--- config.mk ---
export PLATFORM = sky130hd
export DESIGN_NAME = scr1_mem_arb
export DESIGN_NICKNAME = d
export VERILOG_FILES = /design/src/rtl/scr1_mem_arb_pkg.sv /design/src/rtl/scr1_memif_pkg.sv /design/src/rtl/scr1_mem_arb.sv
export SDC_FILE = /design/constraint.sdc
export NUM_CORES = 1
export LEC_CHECK = 0
export BUFFER_PORTS_ARGS = -buffer_cell sky130_fd_sc_hd__buf_4
export CAP_MARGIN = 20
export CORE_AREA = 5 5 103 105
export DETAILED_ROUTE_END_ITERATION = 6
export DIE_AREA = 0 0 108 110
export REMOVE_ABC_BUFFERS = 1
export SLEW_MARGIN = 0
export SYNTH_ARGS = -nofsm -noshare
export SYNTH_HDL_FRONTEND = slang
export SYNTH_SLANG_ARGS = --single-unit
--- constraint.sdc ---
create_clock -name clk -period 3.9 [get_ports clk]
set_input_delay 0.78 -clock clk [delete_from_list [all_inputs] [get_ports clk]]
set_output_delay 0.78 -clock clk [all_outputs]
set_load 0.05 [all_outputs]
--- src/rtl/scr1_mem_arb_pkg.sv ---
// IMEM/DMEM arbiter package: FSM state and bus owner encodings.
package scr1_mem_arb_pkg;

    localparam int unsigned SCR1_ARB_CNT_W = 4;

    typedef enum logic [1:0] {
        ARB_IDLE = 2'd0,
        ARB_REQ  = 2'd1,
        ARB_RESP = 2'd2
    } arb_state_e;

    typedef enum logic [1:0] {
        OWN_NONE = 2'd0,
        OWN_IMEM = 2'd1,
        OWN_DMEM = 2'd2
    } arb_owner_e;

endpackage

--- src/rtl/scr1_memif_pkg.sv ---
// Memory interface types shared by the core's memory-side blocks.
// Command, access width and response encodings.
package scr1_memif_pkg;

    typedef enum logic {
        SCR1_MEM_CMD_RD = 1'b0,
        SCR1_MEM_CMD_WR = 1'b1
    } type_scr1_mem_cmd_e;

    typedef enum logic [1:0] {
        SCR1_MEM_WIDTH_BYTE  = 2'b00,
        SCR1_MEM_WIDTH_HWORD = 2'b01,
        SCR1_MEM_WIDTH_WORD  = 2'b10,
        SCR1_MEM_WIDTH_ERROR = 2'b11
    } type_scr1_mem_width_e;

    typedef enum logic [1:0] {
        SCR1_MEM_RESP_NOTRDY = 2'b00,
        SCR1_MEM_RESP_RDY_OK = 2'b01,
        SCR1_MEM_RESP_RDY_ER = 2'b10
    } type_scr1_mem_resp_e;

endpackage

--- src/rtl/scr1_mem_arb.sv ---
// Two-to-one IMEM/DMEM arbiter onto a unified memory port.
// DMEM has priority; IMEM is forced through after a run of losses.
module scr1_mem_arb
    import scr1_memif_pkg::*;
    import scr1_mem_arb_pkg::*;
#(
    parameter int unsigned SCR1_ARB_STARVE_LIM = 4
) (
    input  logic                 clk,
    input  logic                 rst_n,
    input  logic                 imem_req_i,
    input  logic [31:0]          imem_addr_i,
    output logic                 imem_req_ack_o,
    output logic [31:0]          imem_rdata_o,
    output type_scr1_mem_resp_e  imem_resp_o,
    input  logic                 dmem_req_i,
    input  type_scr1_mem_cmd_e   dmem_cmd_i,
    input  type_scr1_mem_width_e dmem_width_i,
    input  logic [31:0]          dmem_addr_i,
    input  logic [31:0]          dmem_wdata_i,
    output logic                 dmem_req_ack_o,
    output logic [31:0]          dmem_rdata_o,
    output type_scr1_mem_resp_e  dmem_resp_o,
    output logic                 mem_req_o,
    output type_scr1_mem_cmd_e   mem_cmd_o,
    output type_scr1_mem_width_e mem_width_o,
    output logic [31:0]          mem_addr_o,
    output logic [31:0]          mem_wdata_o,
    input  logic                 mem_req_ack_i,
    input  logic [31:0]          mem_rdata_i,
    input  type_scr1_mem_resp_e  mem_resp_i
);

    localparam logic [SCR1_ARB_CNT_W-1:0] LIM =
        SCR1_ARB_CNT_W'(SCR1_ARB_STARVE_LIM);

    arb_state_e                state_q, state_d;
    arb_owner_e                owner_q, owner_d;
    arb_owner_e                sel;
    logic [SCR1_ARB_CNT_W-1:0] starve_cnt_q, starve_cnt_d;
    logic                      owner_req;

    always_ff @(posedge clk or negedge rst_n) begin
        if (!rst_n) begin
            state_q      <= ARB_IDLE;
            owner_q      <= OWN_NONE;
            starve_cnt_q <= '0;
        end else begin
            state_q      <= state_d;
            owner_q      <= owner_d;
            starve_cnt_q <= starve_cnt_d;
        end
    end

    assign owner_req = (owner_q == OWN_IMEM) ? imem_req_i
                     : (owner_q == OWN_DMEM) ? dmem_req_i : 1'b0;

    always_comb begin
        state_d        = state_q;
        owner_d        = owner_q;
        starve_cnt_d   = starve_cnt_q;
        sel            = OWN_NONE;
        imem_req_ack_o = 1'b0;
        imem_rdata_o   = '0;
        imem_resp_o    = SCR1_MEM_RESP_NOTRDY;
        dmem_req_ack_o = 1'b0;
        dmem_rdata_o   = '0;
        dmem_resp_o    = SCR1_MEM_RESP_NOTRDY;
        mem_req_o      = 1'b0;
        mem_cmd_o      = SCR1_MEM_CMD_RD;
        mem_width_o    = SCR1_MEM_WIDTH_BYTE;
        mem_addr_o     = '0;
        mem_wdata_o    = '0;
        // Outputs are held quiet while reset is asserted, even with requests up
        if (rst_n) begin
            unique case (state_q)
                ARB_IDLE: begin
                    if (imem_req_i || dmem_req_i) begin
                        sel = (imem_req_i && (!dmem_req_i || starve_cnt_q == LIM))
                            ? OWN_IMEM : OWN_DMEM;
                    end
                end
                ARB_REQ: begin
                    if (owner_req) begin
                        sel = owner_q;
                    end else begin
                        state_d = ARB_IDLE;
                        owner_d = OWN_NONE;
                    end
                end
                ARB_RESP: begin
                    if (owner_q == OWN_IMEM) begin
                        imem_resp_o  = mem_resp_i;
                        imem_rdata_o = mem_rdata_i;
                    end else if (owner_q == OWN_DMEM) begin
                        dmem_resp_o  = mem_resp_i;
                        dmem_rdata_o = mem_rdata_i;
                    end
                    if (mem_resp_i == SCR1_MEM_RESP_RDY_OK ||
                        mem_resp_i == SCR1_MEM_RESP_RDY_ER) begin
                        state_d = ARB_IDLE;
                        owner_d = OWN_NONE;
                    end
                end
                default: begin
                    state_d = ARB_IDLE;
                    owner_d = OWN_NONE;
                end
            endcase

            if (sel == OWN_IMEM) begin
                mem_req_o      = 1'b1;
                mem_cmd_o      = SCR1_MEM_CMD_RD;
                mem_width_o    = SCR1_MEM_WIDTH_WORD;
                mem_addr_o     = imem_addr_i;
                imem_req_ack_o = mem_req_ack_i;
            end else if (sel == OWN_DMEM) begin
                mem_req_o      = 1'b1;
                mem_cmd_o      = dmem_cmd_i;
                mem_width_o    = dmem_width_i;
                mem_addr_o     = dmem_addr_i;
                mem_wdata_o    = dmem_wdata_i;
                dmem_req_ack_o = mem_req_ack_i;
            end

            if (sel != OWN_NONE) begin
                owner_d = sel;
                if (mem_req_ack_i) begin
                    state_d = ARB_RESP;
                    if (sel == OWN_IMEM) begin
                        starve_cnt_d = '0;
                    end else if (imem_req_i && starve_cnt_q < LIM) begin
                        starve_cnt_d = starve_cnt_q + 1'b1;
                    end
                end else begin
                    state_d = ARB_REQ;
                end
            end
        end
    end

endmodule

# Yosys cells after proc, flatten, opt, wreduce, memory -nomap -nowiden
# Index checks and enable logic that the tools add are counted.
# word_totals
rom_bits	0
n_memories	0
in_bits	138
latchBits	0
out_inout_bits	138
register_bits	8
word_cells	79
mem_bits_rw	0
# op_classes
shift	0
n_lt_le_gt_ge	1
bitwise	0
n_eq_ne	12
muxes	50
div	0
reduce_logical	12
mul	0
add_sub_neg	1
# ops
cell	n
32-bit 2-to-1 mux	13
2-bit 2-to-1 mux	19
1-bit 2-to-1 mux	13
2-bit one-hot mux with 3 select lines	2
2-bit by 1-bit equality test with 1-bit output, second input constant	4
2-bit equality test, second input constant	4
4-bit 2-to-1 mux	2
4-bit AND reduction	2
3-bit inequality test, second input constant	2
4-bit by 1-bit adder with 4-bit output, second input constant	1
4-bit by 3-bit equality test with 1-bit output, second input constant	1
4-bit by 3-bit < comparator with 1-bit output, second input constant	1
2-bit one-hot mux with 2 select lines	1
2-bit nonzero test	2
1-bit logical OR	3
3-bit AND reduction	1
1-bit logical AND	2
2-bit zero test	1
2-bit inequality test, second input constant	1
1-bit zero test	1

# Depth between registers and ports, before layout
# logic_depth
ltp_word	11
depth_mapped	11
ltp_nobuf	10

# Worst setup path after synthesis
# Ideal clock, no wire load.
# synth_timing
kind	input-to-output
startpoint	input imem_req_i
endpoint	output mem_wdata_o[10]
required_time_ns	3.120
path_buffers	2
arrival_time_ns	2.596
stages	8
slack_ns	0.524
cell_sequence	and4b_1 -> nand2b_1 -> o31a_1 -> ha_1 -> nor3b_2 -> buf_4 -> buf_6 -> and2_1
# synth_via
elab_chain_cells	9
elab_cells_between_ends	13
classes_between	2 x eq/ne; 9 x mux; 2 x reduce/logical
# synth_rtl
element	line_no	source
from (decl)	scr1_mem_arb.sv:11	input logic imem_req_i,
1-bit logical AND	scr1_mem_arb.sv:79	sel = (imem_req_i && (!dmem_req_i || starve_cnt_q == LIM))
2-bit 2-to-1 mux	scr1_mem_arb.sv:80	? OWN_IMEM : OWN_DMEM;
2-bit 2-to-1 mux	scr1_mem_arb.sv:78	if (imem_req_i || dmem_req_i) begin
2-bit one-hot mux with 2 select lines *	scr1_mem_arb.sv:76	unique case (state_q)
2-bit 2-to-1 mux *	scr1_mem_arb.sv:75	if (rst_n) begin
2-bit equality test	scr1_mem_arb.sv:117	end else if (sel == OWN_DMEM) begin
32-bit 2-to-1 mux	scr1_mem_arb.sv:117	
32-bit 2-to-1 mux *	scr1_mem_arb.sv:111	if (sel == OWN_IMEM) begin
32-bit 2-to-1 mux *	scr1_mem_arb.sv:75	
to (decl)	scr1_mem_arb.sv:28	output logic [31:0] mem_wdata_o,
# Mark *: on every way between the ends. The rest lies on a longest branch, timed or not. The select of a mux whose other input is x is not followed.

# Worst setup path after layout
# layout_timing
startpoint	input imem_req_i
endpoint	output mem_addr_o[17]
# layout_via
elab_chain_cells	9
elab_cells_between_ends	13
classes_between	2 x eq/ne; 9 x mux; 2 x reduce/logical
# layout_rtl
element	line_no	source
1-bit logical AND	scr1_mem_arb.sv:79	
2-bit 2-to-1 mux	scr1_mem_arb.sv:80	
2-bit 2-to-1 mux	scr1_mem_arb.sv:78	
2-bit one-hot mux with 2 select lines *	scr1_mem_arb.sv:76	
2-bit 2-to-1 mux *	scr1_mem_arb.sv:75	
2-bit equality test	scr1_mem_arb.sv:117	
32-bit 2-to-1 mux	scr1_mem_arb.sv:117	
32-bit 2-to-1 mux *	scr1_mem_arb.sv:111	
32-bit 2-to-1 mux *	scr1_mem_arb.sv:75	
to (decl)	scr1_mem_arb.sv:27	output logic [31:0] mem_addr_o,
# Marked as above.

==> results.toml <==
[drt]
remaining_drc_errors = 0
drt_iter0_drc = 139
vias = 2521
drt_first_pass_iters = 4
wl_um = 10100
via_per_inst = 4.11
routedWlPerCell_um = 16.5
final_antenna_net_count = 0

[clocking]
cts_tree = "yes"
cts_root_buf = "clkbuf_8"
postCtsSetupBuffers = 0
cts_buffer_depth = 2
ctsResizeCount = 0
ctsHoldBuffers = 0
cts_buffers = 3
htree_levels = 1
clk_pin_slew_worst_paths_ns = 0.04
clock-sinks = 8
insertion_delay_ns = 0.23

[floorplan]
num_rows = 36
core_area_um2 = 9550
die_height_um = 110
fp.dieW_um = 108
start_util = 0.170
io_pins = 276
die_area_um2 = 11900

[pwr]
p_switching_mw = 0.846
swShare = 0.579
p_int_mw = 0.615
clkPwrFrac = 0.069
powerDensity_nw_per_um2 = 382
p_comb_frac = 0.821
seqPwrFrac = 0.110
power.leakage_nw = 2.16
vdd_drop_max_v = 0.000317

[final_layout]
drive_gt1_frac = 0.598
num_antenna_cells = 0
mostFrequentLayoutCell = "buf_4"
final_cell_mix = "buf_4, and2_1, a22o_1, dfrtp_1, inv_1"
nNetsFinal = 625
area_growth_pct = 136
fin_area_um2 = 3830
stdcell_count = 613
n_fill_cell = 992

[timing]
grt_setup_unrepaired = "false"
min_period_ns = 3.64
relSlewSlack = 0.688
final.setup_skew_ns = 0.000382
setup_tns_ns = 0
clock.fmax_mhz = 275
drv_slew = 0
setup_viol = 0
hold_viol = 0
finalCritPeriodShare = 0.932
fin_ws_ns = 0.264
worstMarginPinSlew_ns = 0.468

[status]
status = "complete, no violations"

[global_routing]
grt_pass1_vias = 2253
grt_max_degree = 68
grt_pass1_wl_um = 13400
grt_use_total = 0.142
gr-total-overflow = 0
antenna_found_initial = 0

[synth]
synth_cells = 218
synth_cell_types = 36
ys_ff_latch = 8
synth-seq-area-share = 0.123
synthFlopType = "dfrtp_1"
ys_warn_count = 0
synth_edf_count = 0
synthArstFlopShare = 1.00
syn_area_per_cell_um2 = 7.45
syn_area_um2 = 1620

[placed_design]
portBuffers = 275
place_ws_ns = 0.290
dpl.hpwl_um = 8660
globalplace.congestion = 0.869
placed_cell_area_um2 = 3790
placed_cells = 610

[setup_path]
startpoint_type = "input pin"
endpoint_kind = "output pin"
crit_type = "in -> out"
crit_arrival_ns = 2.86
crit_fanout = 67
reg2reg_slack_ns = 1.33
worstPathRequired_ns = 3.12

[hold_path]
hold_path_class = "in -> async"

[run]
cap_viol_max_count = 0
power groups by stage:
stage	clock (mW)	sequential (mW)	combinational, mW
3_3_place_gp	0	0.156	1.20
5_1_grt	0.108	0.167	1.27
3_5_place_dp	0	0.160	1.20
6_report	0.101	0.161	1.20
4_1_cts	0.105	0.159	1.20
2_1_floorplan	0	0.148	0.780
metrics by stage:
step	hold slack [ns]	total power, mW	utilization
after floorplan	0.482	0.927	-
final	0.380	1.46	0.401
after detailed placement	0.526	1.36	0.396
after global placement	0.506	1.35	0.396
after global routing	0.383	1.54	0.401
after CTS	0.377	1.47	0.401
worst max-delay path: stages:
cell	delay, ns
buf_4	0.13
and4b_1	0.20
nand2b_1	0.15
o31a_1	0.28
ha_1	0.30
nor3b_4	0.24
buf_12	0.27
a22o_1	0.26
buf_4	0.22
layer usage:
metal  share of wire  up-vias  global-route usage
met5               0        -                   0
met4           0.014        0              0.0316
met3           0.077        9              0.0256
met2            0.54      110               0.254
met1            0.37     1141               0.178
li1                -     1261                   -
synthesized netlist by cell type, types with 2 or more instances:
master    count  area, um2
nor2_1        4       15.0
and2b_2       2       17.5
a22o_1       32        280
ha_1          5       62.6
and2_1      105        657
buf_6         3       33.8
inv_1         7       26.3
mux2_2        3       33.8
clkbuf_1      7       26.3
o41ai_1       2       17.5
dfrtp_1       8        200
nand3_1       3       15.0
nor2b_1       4       25.0
nand2_1       2       7.51
o21ai_0       2       10.0
buf_2         6       30.0
a21oi_1       3       15.0
o31a_1        2       17.5
final timing paths:
kind,depth (start not counted),start,endpoint
worst max-delay path,9,imem_req_i,mem_addr_o[17]
worst min-delay path,1,rst_n,starve_cnt_q[3]
worst max register to register,9,starve_cnt_q[0],starve_cnt_q[0]
worst min register to register,1,owner_q[1],owner_q[1]
max in group asynchronous,1,rst_n,state_q[1]
min in group clk,1,owner_q[1],owner_q[1]
cells by family (layout without fill, tap and decap cells):
kind of cell	Yosys count	count (layout)	synth area share
buffers and inverters	26	288	0.0817
XOR/XNOR	1	1	0.00539
flip-flops	8	8	0.123
multiplexers	3	3	0.0208
AO/OA/AOI/OAI	47	47	0.237
adder cells (fa/ha/maj)	5	5	0.0385
AND/OR/NAND/NOR	128	128	0.493
registers in the layout, summed over array words and instances (netlist names):
register,cells
owner_q,2
starve_cnt_q,4
state_q,2
layout make-up:
class / instances / area (um2) / share of cell area
well taps: 133 / 166 / 0.0435
flip-flops and latches: 8 / 200 / 0.0523
inverters: 8 / 30.0 / 0.00785
repair buffers: 277 / 2090 / 0.547
clock buffers: 3 / 41.3 / 0.0108
multi-input cells: 184 / 1300 / 0.339
No activity file was read; power rests on OpenSTA's default activity.
